## src/rtl/sequence_generator.sv

```systemverilog
// rtl/sequence_generator.sv - seeded one-hot sequence generator driving an external lfsr stage
// Each entry costs two cycles: CARREGA presents the state, CAPTURA takes the lfsr result.
module sequence_generator #(
  parameter int          DEPTH        = 16,
  parameter logic [15:0] SEED_DEFAULT = 16'hACE1
) (
  input  logic        clock,
  input  logic        reset,
  input  logic        iniciar,
  input  logic [15:0] semente,
  input  logic [4:0]  tamanho,
  output logic [15:0] lfsr_entrada,
  input  logic [15:0] lfsr_saida,
  output logic        ocupado,
  output logic        pronto,
  output logic        erro,
  output logic [4:0]  gerados,
  input  logic [3:0]  rd_addr,
  output logic [3:0]  rd_data
);

  localparam logic [4:0] MAX_LEN = 5'(DEPTH);

  typedef enum logic [1:0] {OCIOSO, CARREGA, CAPTURA, FIM} state_t;

  state_t      state_q, state_d;
  logic [15:0] lfsr_q, lfsr_d;
  logic [4:0]  tam_q, tam_d;
  logic [4:0]  gerados_q, gerados_d;
  logic        erro_q, erro_d;
  logic        mem_we;
  logic [3:0]  one_hot;
  logic [3:0]  mem_q [DEPTH];

  always_ff @(posedge clock or posedge reset) begin
    if (reset) begin
      state_q   <= OCIOSO;
      lfsr_q    <= 16'h0000;
      tam_q     <= 5'd0;
      gerados_q <= 5'd0;
      erro_q    <= 1'b0;
    end else begin
      state_q   <= state_d;
      lfsr_q    <= lfsr_d;
      tam_q     <= tam_d;
      gerados_q <= gerados_d;
      erro_q    <= erro_d;
    end
  end

  always_comb begin
    state_d   = state_q;
    lfsr_d    = lfsr_q;
    tam_d     = tam_q;
    gerados_d = gerados_q;
    erro_d    = 1'b0;
    mem_we    = 1'b0;
    case (state_q)
      OCIOSO: begin
        if (iniciar) begin
          if (tamanho != 5'd0 && tamanho <= MAX_LEN) begin
            tam_d     = tamanho;
            lfsr_d    = (semente == 16'h0000) ? SEED_DEFAULT : semente;
            gerados_d = 5'd0;
            state_d   = CARREGA;
          end else begin
            erro_d = 1'b1;
          end
        end
      end
      CARREGA: state_d = CAPTURA;
      CAPTURA: begin
        lfsr_d    = lfsr_saida;
        mem_we    = 1'b1;
        gerados_d = gerados_q + 5'd1;
        state_d   = (gerados_d == tam_q) ? FIM : CARREGA;
      end
      FIM:     state_d = OCIOSO;
      default: state_d = OCIOSO;
    endcase
  end

  always_comb begin
    one_hot = 4'b0000;
    one_hot[lfsr_saida[1:0]] = 1'b1;
  end

  // Only the slot at the current gerados index is ever written, so older entries persist.
  always_ff @(posedge clock or posedge reset) begin
    if (reset) begin
      for (int i = 0; i < DEPTH; i++) mem_q[i] <= 4'b0000;
    end else if (mem_we) begin
      mem_q[gerados_q[3:0]] <= one_hot;
    end
  end

  assign lfsr_entrada = lfsr_q;
  assign ocupado      = (state_q != OCIOSO);
  assign pronto       = (state_q == FIM);
  assign erro         = erro_q;
  assign gerados      = gerados_q;
  assign rd_data      = mem_q[rd_addr];

endmodule

```

## config.mk

```make
export PLATFORM = sky130hd
export DESIGN_NAME = sequence_generator
export DESIGN_NICKNAME = d
export VERILOG_FILES = /design/src/rtl/sequence_generator.sv
export SDC_FILE = /design/constraint.sdc
export NUM_CORES = 1
export LEC_CHECK = 0
export CAP_MARGIN = 20
export CORE_MARGIN = 1.5
export CORE_UTILIZATION = 40
export CTS_CLUSTER_SIZE = 10
export DETAILED_ROUTE_END_ITERATION = 12
export DONT_BUFFER_PORTS = 1
export GPL_TIMING_DRIVEN = 0
export HOLD_SLACK_MARGIN = 0.05
export PLACE_DENSITY_LB_ADDON = 0.12
export SLEW_MARGIN = 10
export SYNTH_ARGS = -nofsm -noshare
export SYNTH_HDL_FRONTEND = slang
export SYNTH_SLANG_ARGS = --single-unit
```

## constraint.sdc

```tcl
create_clock -name clock -period 2.6 [get_ports clock]
set_clock_uncertainty 0.05 [all_clocks]
set_input_delay 0.39 -clock clock [delete_from_list [all_inputs] [get_ports clock]]
set_output_delay 0.39 -clock clock [all_outputs]
set_load 0.02 [all_outputs]
```

* After elaboration in Yosys (flattened, before gate mapping)
Index checks and enable logic that the tools add are counted.
Word-level totals: bits in read-only memories 0, bits in writable memories 0, bits in latches 0, register bits after elaboration 93, memories 0, word-level logic and storage cells 70
Operators by class: bitwise logic cells 2, muxes and demuxes 23, $mul 0, shift operators 0, equal/unequal tests 6, $lt $le $gt $ge 6, add/subtract/negate cells 1, divide/modulo/power cells 0, reductions and logical operators 11
Operators with widths (number):
- $bwmux 64 | 1
- $mux 16 | 3
- $pmux 16 s2 | 1
- $bmux 4 s4 | 1
- $demux 4 s4 | 1
- $logic_not 16->1 | 1
- $mux 4 | 3
- $ge 5x5->1 const B | 2
- $mux 5 | 2
- $not 4->5 | 2
- $pmux 5 s2 | 1
- $pmux 2 s4 | 1
- $mux 2 | 3
- $reduce_and 3->1 | 2
- $add 5x1->5 const B | 1
- $eq 5x5->1 | 1
- $le 5x5->1 const B | 1
- $lt 5x1->1 const B | 1
- $mux 1 | 5
- $reduce_bool 5->1 | 1
- $eq 2x2->1 const B | 2
- $ne 2x2->1 const B | 2
- $reduce_bool 2->1 | 2
- $logic_and 1x1->1 | 3
- other kinds (6) | 6

* Logic depth before layout (Yosys ltp)
depth after elaboration 6, depth in mapped cells 5, mapped depth without buffers 5

* Worst setup path before layout
Ideal clock, no wire load.
path type input port to output port, from input port rd_addr[1], to output port rd_data[0], arrival 1766 ps, buffers on the path 2, slack 394 ps, required time 2160 ps, stages on the path 4, cells stage by stage clkbuf_1 -> buf_2 -> mux4_2 -> mux4_2
Between the ends: word-level cells in the longest chain between the ends 4
Ends and longest elaborated chain:
- from (decl) | line 18 | input logic [3:0] rd_addr,
- $not 4->5 (not written as such) | line 102 | assign rd_data = mem_q[rd_addr];
- $bmux 4 s4 | line 102
- $mux 4 (not written as such) (2 in series) | line 102
- to (decl) | line 19 | output logic [3:0] rd_data
No other way between the ends. The select of a mux whose other input is x is not followed.

* Worst setup path in the final report
from input port rd_addr[1], to output port rd_data[1]
The elaborated chain is that of the path after synthesis.

==> flow_summary.ini <==
[outcome]
run_status = completed

[synthesis]
synthesis.area_sq_um = 4420
yosysWarnings = 0
syn-num-nets = 379
synth-seq-area-share = 0.527
ys_types = 30
synth_flop_cell = dfrtp_1
synthCells = 331
synth_edf_count = 0
asyncSetResetFlopFracSynth = 1.00
synth.avg_cell_area_sq_um = 13.3
synth-seq-cells = 93

[final_layout]
layout.nets = 393
area_growth_pct = 9.66
multi_input_area_sq_um = 1950
regArea_sq_um = 2330
num-fill-cells = 980
insertedDiodeCount = 0
drive_gt1_frac = 0.334

[global_routing]
antenna_found_initial = 0
grt-ovfl-total = 0
grt_max_degree = 36
grtUsageTotal = 0.177
grt_pass1_wl_mm = 15.4
grt_pass1_vias = 2793

[setup_path]
cp-end-kind = output port
startpoint_type = input port
worst-path-max-fanout = 10
worstSetupPathType = in2out
cp.required_ns = 2.16
r2r_slack_ns = 0.49
cp.arrival_ns = 1.94

[timing]
maxSlewHeadroom = 0.458
fmax_mhz = 420
grt_setup_unrepaired = no
slew_violations = 0
finalSetupTns_ns = 0
hold_violations = 0
finalCritPeriodShare = 0.915
min_period_ns = 2.38
worst_slew_pin_slew_ns = 0.811
setup_viol = 0
hold_ws_ns = 0.0664
worst_slack_ns = 0.221

[placement]
pre_cts_slack_ns = 0.00486
place.gp.congestion = 0.778
port_buffers = 0
dpl.hpwl_mm = 7.06

[power]
p_leak_uw = 0.00217
ir_worst_vdd_v = 0.000338
total_power_uw = 4690
pwr_density_cell_nw_per_um2 = 969

[clock_network]
cts_tree = built
ctsRootBufferMaster = clkbuf_8
htreeDepth = 3
clk_latency_ns = 0.37
numCtsBuffers = 9
path_clk_slew_ns = 0.10
cts_setup_buffers = 0
clkSinkCount = 93
clockBufferDepth = 2

[drt]
viasPerCell = 5.43
wl_met1_mm = 4.47
wl_met3_um = 462
drtIter0Drc = 140
wl_per_cell_um = 19.6
drt-total-wl_mm = 9.59
drtPass1Iterations = 6
wl_met2_mm = 4.55
drtAntennaViolNets = 0
vias = 2661
maxUsedRoutingLayer = met4
drcViolationCount = 0

[floorplanning]
die_height_um = 108
num_rows = 38
start_util = 0.409
die_w_um = 108
dieArea_sq_um = 11700
pin_count = 72
coreArea_sq_um = 10800

[flow_run]
cap_violations = 0

[hold_path]
hp-class = in2reg
## per-stage QoR
stage / cell area [sq um] / cells / util
6_report: 4840 / 490 / 0.449
5_1_grt: 4840 / 490 / 0.449
4_1_cts: 4840 / 490 / 0.449
3_5_place_dp: 4640 / 473 / 0.430
3_3_place_gp: 4600 / 471 / 0.426
2_1_floorplan: 4420 / 331 / -
## area by class of cell
class,count,area share
clock inverter,4,0.00646
sequential,93,0.480
timing repair buffer,3,0.0103
buffer,14,0.0165
tap,140,0.0362
inverter,15,0.0124
multi-input combinational,209,0.404
clock buffer,12,0.0341
## path summary, 6_finish.rpt
kind                            startpoint         end  depth (start not counted)
worst max-delay path            rd_addr[1]  rd_data[1]                          4
worst min-delay path               iniciar        erro                          2
worst max register to register  state_q[0]   mem_q[17]                          5
worst min register to register   mem_q[48]   mem_q[48]                          2
max in group asynchronous            reset   mem_q[15]                          3
min in group asynchronous            reset  state_q[0]                          2
## worst max-delay path, cell delays in order
cell      delay [ns]
clkbuf_2        0.22
buf_2           0.35
mux4_2          0.40
mux4_2          0.57
## flip-flops by register name, summed over array words and instances, names as in the netlist
signal	count
gerados	5
lfsr_entrada	16
tam_q	5
erro	1
state_q	2
mem_q	64
## cell families (layout without fill, tap and decap cells)
group                    after synthesis  count (layout)  share of synthesized area
XOR/XNOR                               9               9                     0.0178
flip-flops                            93              93                      0.527
multiplexers                          97              97                      0.301
AND/OR/NAND/NOR                       65              65                     0.0674
adder cells (fa/ha/maj)                4               4                     0.0113
AO/OA/AOI/OAI                         34              34                     0.0448
buffers and inverters                 29              48                     0.0306
## per-layer routing
layer,track usage,vias to the layer above
met5,0,-
met4,0.0508,0
met3,0.0458,9
met2,0.279,55
met1,0.243,1378
li1,-,1219
## report_power, final
part,internal [uW],switching [uW]
Clock,430,517
Combinational,703,657
Sequential,1900,486
Total,3030,1660
## Yosys cell counts, types with 2 or more instances
master,count,area (sq um)
a21oi_1,2,10.0
and2_1,2,12.5
buf_2,3,15.0
buf_6,3,33.8
clkbuf_1,8,30.0
dfrtp_1,93,2330
ha_1,4,50.1
inv_1,15,56.3
mux2_2,63,709
mux2_4,6,90.1
mux2i_1,8,80.1
mux4_2,20,450
nand2_1,27,101
nand2b_1,3,18.8
nand3_1,7,35.0
nor2_1,16,60.1
nor2b_1,2,12.5
nor4_1,4,25.0
o21ai_0,18,90.1
o22ai_1,10,62.6
xnor2_1,7,61.3
xor2_1,2,17.5
## cells in the final DEF (no fill, tap or decap), types with 2 or more instances in the layout
cell type,netlist,final
o21ai_0,18,18
nor2_1,16,16
and2_1,2,2
dfrtp_1,93,93
clkbuf_8,0,12
buf_12,0,2
xnor2_1,7,7
o22ai_1,10,10
ha_1,4,4
mux2_2,63,63
inv_1,15,14
xor2_1,2,2
nand2b_1,3,3
nor4_1,4,4
clkinv_4,0,3
buf_2,3,3
nand3_1,7,7
buf_6,3,3
nor2b_1,2,2
mux2i_1,8,8
mux2_4,6,6
a21oi_1,2,2
mux4_2,20,20
clkbuf_1,8,7
nand2_1,27,27
## timing repair
item | in CTS | in global routing
setup endpoints to repair | 0 | 4
hold buffers | 1 | 0
endpoints found under the hold margin | 33 | 0
gates resized for setup | 0 | 2
(Power assumes the default switching activity.)
